File: config.mk
export PLATFORM = sky130hd
export DESIGN_NAME = mem_arbiter
export DESIGN_NICKNAME = d
export VERILOG_FILES = /design/src/rtl/mem_arbiter.sv
export SDC_FILE = /design/constraint.sdc
export NUM_CORES = 1
export LEC_CHECK = 0
export BUFFER_PORTS_ARGS = -buffer_cell sky130_fd_sc_hd__buf_2
export CAP_MARGIN = 0
export CORE_AREA = 3 3 108 110
export CTS_BUF_LIST = sky130_fd_sc_hd__clkbuf_8
export DETAILED_ROUTE_END_ITERATION = 8
export DIE_AREA = 0 0 111 113
export GPL_TIMING_DRIVEN = 0
export HOLD_SLACK_MARGIN = 0.15
export PLACE_DENSITY_LB_ADDON = 0.1
export SYNTH_ARGS = -nofsm -noshare
export SYNTH_HDL_FRONTEND = slang
export SYNTH_SLANG_ARGS = --single-unit
File: constraint.sdc
create_clock -name clock_i -period 2.3 [get_ports clock_i]
set_input_delay 0.23 -clock clock_i [delete_from_list [all_inputs] [get_ports clock_i]]
set_output_delay 0.23 -clock clock_i [all_outputs]
set_load 0.1 [all_outputs]
File: src/rtl/mem_arbiter.sv
// Two-port round-robin arbiter (fetch + data) sharing one single-cycle memory.
// Grant is combinational in the request cycle; response valid/rdata exactly one cycle later.
// Requesters hold their request until granted; a held request is granted within 2 cycles.
module mem_arbiter #(
    parameter int ADDR_W = 32,
    parameter int DATA_W = 32   // byte enables are 4 bits wide, so this must stay 32
) (
    input  logic              clock_i,
    input  logic              reset_i,
    input  logic              if_req_i,
    input  logic [ADDR_W-1:0] if_addr_i,
    output logic              if_gnt_o,
    output logic              if_valid_o,
    output logic [DATA_W-1:0] if_rdata_o,
    input  logic              dm_req_i,
    input  logic [ADDR_W-1:0] dm_addr_i,
    input  logic [3:0]        dm_wr_en_i,
    input  logic [1:0]        dm_rd_en_i,
    input  logic [DATA_W-1:0] dm_wdata_i,
    output logic              dm_gnt_o,
    output logic              dm_valid_o,
    output logic [DATA_W-1:0] dm_rdata_o,
    output logic [ADDR_W-1:0] mem_addr_o,
    output logic [DATA_W-1:0] mem_wdata_o,
    output logic [3:0]        mem_wr_en_o,
    output logic [1:0]        mem_rd_en_o,
    input  logic [DATA_W-1:0] mem_rdata_i
);

    typedef enum logic [1:0] {
        OWN_NONE = 2'd0,
        OWN_IF   = 2'd1,
        OWN_DM   = 2'd2
    } owner_e;

    typedef enum logic {
        LAST_IF = 1'b0,
        LAST_DM = 1'b1
    } last_e;

    owner_e resp_owner, resp_owner_nxt;
    last_e  last_winner, last_winner_nxt;
    logic   if_win, dm_win;

    // Pick the winner: a lone request wins, contention alternates away from the
    // previous winner. Nothing is granted while reset is held.
    always_comb begin
        if_win = 1'b0;
        dm_win = 1'b0;
        if (!reset_i) begin
            if (if_req_i && dm_req_i) begin
                if (last_winner == LAST_IF) begin
                    dm_win = 1'b1;
                end else begin
                    if_win = 1'b1;
                end
            end else begin
                if_win = if_req_i;
                dm_win = dm_req_i;
            end
        end
    end

    assign if_gnt_o = if_win;
    assign dm_gnt_o = dm_win;

    // Next state: the grant decides who owns next cycle's response and becomes
    // the new round-robin reference; an idle cycle leaves last_winner alone.
    always_comb begin
        resp_owner_nxt  = OWN_NONE;
        last_winner_nxt = last_winner;
        if (if_win) begin
            resp_owner_nxt  = OWN_IF;
            last_winner_nxt = LAST_IF;
        end else if (dm_win) begin
            resp_owner_nxt  = OWN_DM;
            last_winner_nxt = LAST_DM;
        end
    end

    // State registers; async reset drops any in-flight response.
    always_ff @(posedge clock_i or posedge reset_i) begin
        if (reset_i) begin
            resp_owner  <= OWN_NONE;
            last_winner <= LAST_IF;
        end else begin
            resp_owner  <= resp_owner_nxt;
            last_winner <= last_winner_nxt;
        end
    end

    // Steer the winner's command onto the shared memory bus; idle bus is all zero.
    always_comb begin
        mem_addr_o  = '0;
        mem_wdata_o = '0;
        mem_wr_en_o = 4'b0000;
        mem_rd_en_o = 2'b00;
        if (if_win) begin
            mem_addr_o  = if_addr_i;
            mem_rd_en_o = 2'b10;
        end else if (dm_win) begin
            mem_addr_o  = dm_addr_i;
            mem_wdata_o = dm_wdata_i;
            mem_wr_en_o = dm_wr_en_i;
            mem_rd_en_o = dm_rd_en_i;
        end
    end

    // Route the memory response to the port that owns this cycle; the other port sees zero.
    always_comb begin
        if_valid_o = (resp_owner == OWN_IF);
        dm_valid_o = (resp_owner == OWN_DM);
        if_rdata_o = if_valid_o ? mem_rdata_i : '0;
        dm_rdata_o = dm_valid_o ? mem_rdata_i : '0;
    end

endmodule

Yosys cells after proc, flatten, opt, wreduce, memory -nomap -nowiden
Cells that the tools add are included.
W data, S select, Z words.
{"block": "totals", "out_inout_bits": 138, "in_bits": 138, "ff_bits": 3, "elab_cells": 26}
{"block": "op_classes", "n_reduce_logical": 2, "muxes": 20, "n_eq_ne": 2}
{"cell": "$mux W32", "n": 6}
{"cell": "$mux W1", "n": 8}
{"cell": "$mux W2", "n": 4}
{"cell": "$mux W4", "n": 2}
{"cell": "$eq A2 B1 Y1 const B", "n": 1}
{"cell": "$eq A2 B2 Y1 const B", "n": 1}
{"cell": "$reduce_bool A2 Y1", "n": 1}
{"cell": "$logic_and A1 B1 Y1", "n": 1}

Depth between registers and ports, before layout
Gate-level depths: netlist (run 1).
{"block": "depth", "depth_word": 5, "mapped_depth": 5, "depth_no_buf": 3}

Least setup slack after synthesis (run 1)
Ideal clock, no wire load.
{"block": "synth_timing", "path_kind": "register -> output", "startpoint": "reg last_winner", "endpoint": "out mem_rd_en_o[1]", "arrival_time_ns": 2.292, "required_ns": 2.070, "stages_incl_launch_ff": 6, "setup_slack_ns": -0.222, "path_buffers": 2, "cell_sequence": "dfrtp_1 > nand2b_1 > buf_6 > buf_8 > nand2_1 > a21oi_1"}
{"block": "synth_via", "elab_chain_len": 5, "word_cells_on_any_way": 8, "classes_between": "8 x mux"}
{"element": "start: declaration", "line": "42", "source": "last_e last_winner, last_winner_nxt;"}
{"element": "start signal: assignment", "line": "88", "source": "last_winner <= last_winner_nxt;"}
{"element": "$mux W1", "line": "52", "source": "if (last_winner == LAST_IF) begin"}
{"element": "$mux W1", "line": "51", "source": "if (if_req_i && dm_req_i) begin"}
{"element": "$mux W1", "line": "50", "source": "if (!reset_i) begin"}
{"element": "$mux W2", "line": "101", "source": "end else if (dm_win) begin"}
{"element": "$mux W2 (*)", "line": "98", "source": "if (if_win) begin"}
{"element": "end: declaration", "line": "26", "source": "output logic [1:0] mem_rd_en_o,"}
Every way passes the cells marked *; elsewhere a longest branch is shown, timed or not.

Worst setup path in the final report (run 1)
{"block": "layout_timing", "startpoint": "reg resp_owner[1]", "endpoint": "out if_rdata_o[9]"}
{"block": "layout_via", "elab_chain_len": 2}
{"element": "start: declaration", "line": "41", "source": "owner_e resp_owner, resp_owner_nxt;"}
{"element": "start signal: assignment", "line": "87", "source": "resp_owner <= resp_owner_nxt;"}
{"element": "$eq A2 B1 Y1", "line": "111", "source": "if_valid_o = (resp_owner == OWN_IF);"}
{"element": "$mux W32", "line": "113", "source": "if_rdata_o = if_valid_o ? mem_rdata_i : '0;"}
{"element": "end: declaration", "line": "14", "source": "output logic [DATA_W-1:0] if_rdata_o,"}
No other way between the ends.

==> results.cfg, run 1 <==
[run_status]
outcome = finished, final reports clean

[sta]
slew_headroom_pct = 53.3
final-setup-viol-count = 0
fin_setup_tns_ns = 0
worst_pin_slew_ns = 0.700
fin_crit_sh_pct = 91.9
holdWs_ns = 0.432
rsz0062_at_grt = no
final_hold_viol_count = 0
clock.fmax_mhz = 473
slew_viol_final = 0
finalCriticalPeriod_ns = 2.11
finClkSkew_ns = 0.000438

[placement]
io_buffers = 273
hpwl_mm = 7.40
routabilityCongestion = 0.837

[clocking]
clock-root-buffer = clkbuf_8
cts_setup_buffers = 0
clk_pin_slew_worst_paths_ns = 0.03
htreeDepth = 1
cts_resized = 0
cts.sinks = 3
cts_hold_buf = 0
cts_inserted_buffers = 3
cts_tree = done
max-clock-path-buffers = 2
clkLatencyLatePin_ns = 0.21

[cells_and_area]
antennaDiodeCount = 0
final_util_pct = 28.2
layout_common_cells = 279 x buf_2, 66 x and2_1, 37 x and3_1, 32 x a32oi_1, 30 x nor2_2
multi_input_area_sq_um = 1200
finalNetCount = 627
nFillCells = 1221
mostFrequentLayoutCell = buf_2
drive_above_1_share_pct = 66.4
seq_area_sq_um = 75.1
syn2layout_area_growth_pct = 121

[floorplan]
num_io_pins = 276
coreArea_sq_um = 10800
rows = 38
die_w_um = 111
die_h_um = 113
dieArea_sq_um = 12500
initial_core_util_pct = 12.8

[yosys]
ys_seq_area_share_pct = 5.45
yosys_warnings = 0
synth-seq-cells = 3
syn_area_sq_um = 1380
avgSynthCellArea_sq_um = 6.53
synth_cells = 211
synthTopCellsByArea = and2_1 30%, a32oi_1 20%, and3_1 17%
synth_cell_types = 18
synth_top_area_share_pct = 30.0
synth_nets = 349
yosysTopAreaCell = and2_1

[drt]
drcViolationCount = 0
drt_iter0_markers = 96
via_per_inst = 4.12
wirelength_mm = 8.60
routedWlPerCell_um = 13.7
vias = 2588
firstDrtPassIters = 4
ant_nets = 0

[setup_path]
cp.required_ns = 2.07
critPathKind = flop to output pin
reg2regPathDepth = 3
reg2reg_slack_ns = 1.10
critPathArrivalTime_ns = 1.88
cp-start-kind = flop
r2r-end = last_winner$_DFFE_PP0P_
path_max_fanout = 10
end_kind = output pin
r2r_start = last_winner$_DFFE_PP0P_

[power_and_ir_drop]
p_leak_uw = 0.00196
peakVddDrop_mv = 0.162
powerDensity_nw_per_um2 = 548

[grt]
gr-total-overflow = 0
antenna_found_initial = 1
track_usage_pct = 12.4
grt_pass1_vias = 2576
grt_pass1_wl_mm = 12.8
grt_max_degree = 11

[flow_run]
maxCapViolCount = 0

[worst_hold_path]
min_path_type = input pin to asynchronous set/reset pin
[cell usage after synthesis (all sizes together)]
library cell,number
a21boi,1
a21oi,1
a32oi,32
and2,66
and3,37
buf,14
clkbuf,15
dfrtp,3
inv,1
nand2,3
nand2b,1
nor2,33
nor2b,3
o22a,1
[area by class of cell]
cell class                 count  area share, %
inverter                       1          0.123
clock buffer                   3           1.36
tap                          140           5.76
multi-input combinational    178           39.6
timing repair buffer         273           44.9
buffer                        29           5.67
sequential                     3           2.47
clock inverter                 1          0.123
[state kept, by name, summed over array words and instances, names as in the netlist]
register     flops
resp_owner       2
last_winner      1
[worst max-delay path, cell delays in order, from the launching register on]
cell      delay [ns]
dfrtp_1         0.36
nor2b_1         0.32
clkbuf_1        0.32
and2_1          0.22
buf_2           0.44
[through the flow]
step                      cell area (sq um)  std cells  worst slack, ns  total power (uW)
after floorplan                        1460        211          0.00934              1250
after global placement                 3000        624            0.374              1530
after detailed placement               3000        624            0.374              1530
after CTS                              3040        628            0.140              1690
after global routing                   3040        628         0.000755              1750
final                                  3040        628            0.186              1670
[report_power, final]
group          internal [uW]  switching (uW)
sequential              59.0            6.67
combinational            290            1160
clock                    114            34.8
total                    463            1210
[worst max-delay path by stage]
stage / startpoint / end / cells after the start
CTS: resp_owner[1]$_DFF_PP0_ / if_rdata_o[9] / 4
global placement: resp_owner[1]$_DFF_PP0_ / if_rdata_o[9] / 4
detailed placement: resp_owner[1]$_DFF_PP0_ / if_rdata_o[9] / 4
finish: resp_owner[1]$_DFF_PP0_ / if_rdata_o[9] / 4
global route: resp_owner[0]$_DFF_PP0_ / if_rdata_o[9] / 4
floorplan: last_winner$_DFFE_PP0P_ / mem_addr_o[1] / 4
[routing by layer]
layer	vias to the layer above	GRT usage (%)	share of wire (%)
li1	1295	-	-
met1	1128	13.6	37
met2	161	24.6	53
met3	4	2.51	8.8
met4	0	2.71	0.76
met5	-	0	0
[logic make-up (layout without fill, tap and decap cells)]
family          Yosys count  in the layout  synth area share (%)
simple gates            143            143                  58.9
compound gates           35             35                  22.8
buf+inv                  30            307                  12.8
flops                     3              3                  5.45
No activity file was read; power rests on OpenSTA's default activity.
==> run 2, diff against run 1 <==
CORE_AREA = 3 3 106 108   (was 3 3 108 110)
CTS_BUF_LIST = unset   (was sky130_fd_sc_hd__clkbuf_8)
DIE_AREA = 0 0 109 111   (was 0 0 111 113)
==> run 2 against run 1 <==
  * Maximum frequency rose by 3.7%
  * Sequential share of layout area hardly changed
  * Largest power group unchanged
  * Power rose by 0.19%
  * Cell count decreased by 0.64%
  * Setup slack better by 0.076 ns
  * Final area shrank 0.16%
  * Via count down 0.54%
  * Clock skew is 0.0021 ns higher
  * Register-to-register slack worse by 0.03 ns
  * Critical path depth stayed put
==> results.cfg, run 2 (synthesized netlist as in run 1, its figures left out) <==
[sta]
rsz0062_at_grt = no
finalCriticalPeriod_ns = 2.04
clock.fmax_mhz = 491
fin_setup_tns_ns = 0
final-setup-viol-count = 0
worst_pin_slew_ns = 0.676
slew_viol_final = 0
slew_headroom_pct = 55.0
fin_crit_sh_pct = 88.6
finClkSkew_ns = 0.00252
final_hold_viol_count = 0

[setup_path]
end_kind = output pin
reg2regPathDepth = 3
r2r-end = last_winner$_DFFE_PP0P_
critPathArrivalTime_ns = 1.81
path_max_fanout = 10
crit_chain = nor2b_1 > clkbuf_1 > and2_1 > buf_2
critPathSlowestCell = buf_2
cp-start-kind = flop
r2r_start = last_winner$_DFFE_PP0P_
cp.required_ns = 2.07
slowest_delay_ns = 0.43
critical_path.startpoint = resp_owner[1]$_DFF_PP0_
critPathKind = flop to output pin
reg2reg_slack_ns = 1.07

[drt]
drt_iter0_markers = 116
vias = 2574
drcViolationCount = 0
ant_nets = 0
wirelength_mm = 8.34
firstDrtPassIters = 4
via_per_inst = 4.13
routedWlPerCell_um = 13.4

[cells_and_area]
antennaDiodeCount = 0
multi_input_area_sq_um = 1200
layout_common_cells = 279 x buf_2, 66 x and2_1, 37 x and3_1, 32 x a32oi_1, 30 x nor2_2
drive_above_1_share_pct = 66.4
largestRegisters = resp_owner x2, last_winner x1
regMostFlops = resp_owner
mostFrequentLayoutCell = buf_2
seq_area_sq_um = 75.1
nFillCells = 1206
finalNetCount = 627
syn2layout_area_growth_pct = 121
largest_reg_flops = 2

[clocking]
cts_inserted_buffers = 3
clk_pin_slew_worst_paths_ns = 0.03
cts_hold_buf = 0
clock-root-buffer = clkbuf_8
clkLatencyLatePin_ns = 0.22
cts_resized = 0
htreeDepth = 1
cts.sinks = 3
max-clock-path-buffers = 2
cts_tree = done
cts_setup_buffers = 0

[grt]
grt_pass1_wl_mm = 11.8
track_usage_pct = 12.0
antenna_found_initial = 0
grt_pass1_vias = 2427
gr-total-overflow = 0
grt_max_degree = 11

[placement]
routabilityCongestion = 0.689
hpwl_mm = 7.26
io_buffers = 273

[power_and_ir_drop]
peakVddDrop_mv = 0.163
powerDensity_nw_per_um2 = 550
p_total_uw = 1670
p_leak_uw = 0.00196

[floorplan]
num_io_pins = 276
initial_core_util_pct = 13.3
dieArea_sq_um = 12100
rows = 37
coreArea_sq_um = 10300
die_h_um = 111
die_w_um = 109

[worst_hold_path]
min_path_type = input pin to asynchronous set/reset pin

[run_status]
outcome = finished, final reports clean

[flow_run]
maxCapViolCount = 0
-- run 2: cell count changes in the layout (fill, tap and decap cells not counted), sizes merged --
cell,change
clkbuf,+1
inv,-1
-- run 2: cell type report --
cell class | instances | area share [%]
Inverter | 1 | 0.124
Buffer | 29 | 5.68
Clock buffer | 4 | 1.48
Multi-Input combinational cell | 178 | 39.7
Tap cell | 136 | 5.60
Sequential cell | 3 | 2.47
Timing Repair Buffer | 273 | 45.0
-- run 2: worst max path at each step --
stage / to / slack (ns) / cells past startpoint
floorplan: mem_addr_o[1] / 0.009 / 4
global placement: mem_wdata_o[22] / 0.46 / 4
detailed placement: mem_wdata_o[22] / 0.44 / 5
CTS: mem_wdata_o[22] / 0.21 / 4
global route: dm_rdata_o[12] / 0.1 / 4
finish: if_rdata_o[7] / 0.26 / 4
-- run 2: critical path: cells and delay by family, from the launching register on --
| family | cells | cell delay [ns] |
|---|---|---|
| flops | 1 | 0.36 |
| simple gates | 2 | 0.47 |
| buf+inv | 2 | 0.75 |
-- run 2: metrics by stage --
stage	setup slack, ns	hold slack, ns	cells	area, sq um	utilization (%)
floorplan	0.00934	0.493	211	1460	-
global placement	0.457	0.661	620	2990	29.0
detailed placement	0.445	0.660	620	2990	29.0
CTS	0.206	0.433	624	3040	29.4
global route	0.0992	0.469	624	3040	29.4
finish	0.262	0.402	624	3040	29.4
-- run 2: layer usage --
layer  vias to the layer above  part of all wire [%]  track usage (%)
met5                         -                     0                0
met4                         0                  0.55             1.77
met3                         4                    11             2.45
met2                       161                    54             24.7
met1                      1114                    35             12.1
li1                       1295                     -                -
-- run 2: power breakdown --
part,leakage (uW),internal [uW],switching [uW]
Clock,0.0000228,118,37.2
Sequential,0.0000375,59.0,7.45
Combinational,0.00190,290,1160
==> run 3, diff against run 2 <==
CORE_AREA = 3 3 108 110   (was 3 3 106 108)
CTS_BUF_LIST = sky130_fd_sc_hd__clkbuf_2 sky130_fd_sc_hd__clkbuf_4 sky130_fd_sc_hd__clkbuf_8   (was unset)
DIE_AREA = 0 0 111 113   (was 0 0 109 111)
PLACE_DENSITY_LB_ADDON = unset   (was 0.1)
==> run 3 against run 2 <==
  * Cell count increased by 0.64%
  * Global-route usage is essentially flat
  * Critical path depth stayed put
  * Critical path type unchanged
  * Critical endpoint is now mem_wdata_o[25]
==> results.cfg, run 3 (synthesized netlist as in run 1, its figures left out) <==
[setup_path]
cp.required_ns = 2.07
critPathKind = flop to output pin
cp-start-kind = flop
path_max_fanout = 10
reg2regPathDepth = 5
critPathArrivalTime_ns = 1.80
end_kind = output pin

[grt]
gr-total-overflow = 0
track_usage_pct = 12.0
grt_pass1_wl_mm = 12.7
antenna_found_initial = 0
grt_pass1_vias = 2620
grt_max_degree = 11

[power_and_ir_drop]
p_leak_uw = 0.00196
p_sw_share_pct = 71.6
p_switching_uw = 1210
power_frac_seq_pct = 3.9
peakVddDrop_mv = 0.206
comb_power_share_pct = 86.5
p_int_uw = 480
p_total_uw = 1690
powerDensity_nw_per_um2 = 554
p_clk_share_pct = 9.6

[worst_hold_path]
min_path_type = input pin to asynchronous set/reset pin

[cells_and_area]
finalNetCount = 627
regMostFlops = resp_owner
multi_input_area_sq_um = 1200
final_util_pct = 28.2
syn2layout_area_growth_pct = 121
drive_above_1_share_pct = 66.6
largest_reg_flops = 2
mostFrequentLayoutCell = buf_2
largestRegisters = resp_owner x2, last_winner x1
nFillCells = 1169
antennaDiodeCount = 0
seq_area_sq_um = 75.1
final_cell_area_sq_um = 3050
layout_common_cells = 279 x buf_2, 66 x and2_1, 37 x and3_1, 32 x a32oi_1, 30 x nor2_2

[sta]
fin_setup_tns_ns = 0
final_hold_viol_count = 0
finClkSkew_ns = 0.00200
fin_ws_ns = 0.274
fin_crit_sh_pct = 88.1
slew_viol_final = 0
finalCriticalPeriod_ns = 2.03
rsz0062_at_grt = no
slew_headroom_pct = 54.7
final-setup-viol-count = 0
clock.fmax_mhz = 493
worst_pin_slew_ns = 0.679

[clocking]
htreeDepth = 1
cts_tree = done
cts.sinks = 3
clk_pin_slew_worst_paths_ns = 0.03
max-clock-path-buffers = 2
clkLatencyLatePin_ns = 0.21
clock-root-buffer = clkbuf_8
cts_inserted_buffers = 3
cts_hold_buf = 0
cts_resized = 0
cts_setup_buffers = 0

[flow_run]
maxCapViolCount = 0

[drt]
ant_nets = 0
via_per_inst = 4.18
drt_iter0_markers = 55
firstDrtPassIters = 4
wirelength_mm = 8.34
drcViolationCount = 0
routedWlPerCell_um = 13.3
vias = 2624

[placement]
dp_slack_ns = 0.449
io_buffers = 273
dpl_cell_area_sq_um = 3000
hpwl_mm = 7.26
routabilityCongestion = 0.927

[floorplan]
dieArea_sq_um = 12500
die_w_um = 111
rows = 38
die_h_um = 113
initial_core_util_pct = 12.8
coreArea_sq_um = 10800
num_io_pins = 276

[run_status]
outcome = finished, final reports clean
run 3: changes by cell type in the layout (fill, tap and decap cells not counted):
| cell | previous run | this run |
|---|---|---|
| clkbuf_4 | 0 | 1 |
| clkbuf_1 | 16 | 15 |
run 3: layout make-up:
type	count	share of cell area, %
Timing Repair Buffer	273	44.8
Multi-Input combinational cell	178	39.5
Tap cell	140	5.75
Buffer	29	5.67
Sequential cell	3	2.46
Clock buffer	4	1.60
Inverter	1	0.123
run 3: worst paths after layout:
| kind | start | to | slack, ns |
|---|---|---|---|
| min | reset_i | last_winner$_DFFE_PP0P_ | 0.41 |
| max | last_winner$_DFFE_PP0P_ | mem_wdata_o[25] | 0.27 |
| max in group asynchronous | reset_i | resp_owner[1]$_DFF_PP0_ | 1.74 |
| max reg2reg | last_winner$_DFFE_PP0P_ | resp_owner[0]$_DFF_PP0_ | 1.10 |
| min in group clock_i | reset_i | last_winner$_DFFE_PP0P_ | 0.46 |
| min reg2reg | last_winner$_DFFE_PP0P_ | last_winner$_DFFE_PP0P_ | 0.64 |
run 3: through the flow:
step           hold WS, ns  instances
6_report             0.411        628
5_1_grt              0.473        628
4_1_cts              0.447        628
3_5_place_dp         0.664        624
3_3_place_gp         0.649        624
2_1_floorplan        0.493        211
run 3: routing by layer:
layer	global-route usage, %	vias up	routed length (um)
met5	0	-	0
met4	3.28	0	136
met3	1.71	8	597
met2	23.0	140	4520
met1	14.0	1180	3080
li1	-	1296	-
run 3: power groups by stage:
stage | registers (uW) | logic (uW) | clock network (uW)
after detailed placement | 67.5 | 1460 | 0
final | 66.0 | 1460 | 162
after global placement | 66.9 | 1450 | 0
after floorplan | 64.5 | 1190 | 0
after global routing | 67.2 | 1520 | 171
after CTS | 66.7 | 1470 | 167
run 3: worst max-delay path: stages, from the launching register on:
cell      delay [ns]
dfrtp_1         0.43
nand2_1         0.20
clkbuf_1        0.30
and3_1          0.21
buf_2           0.43
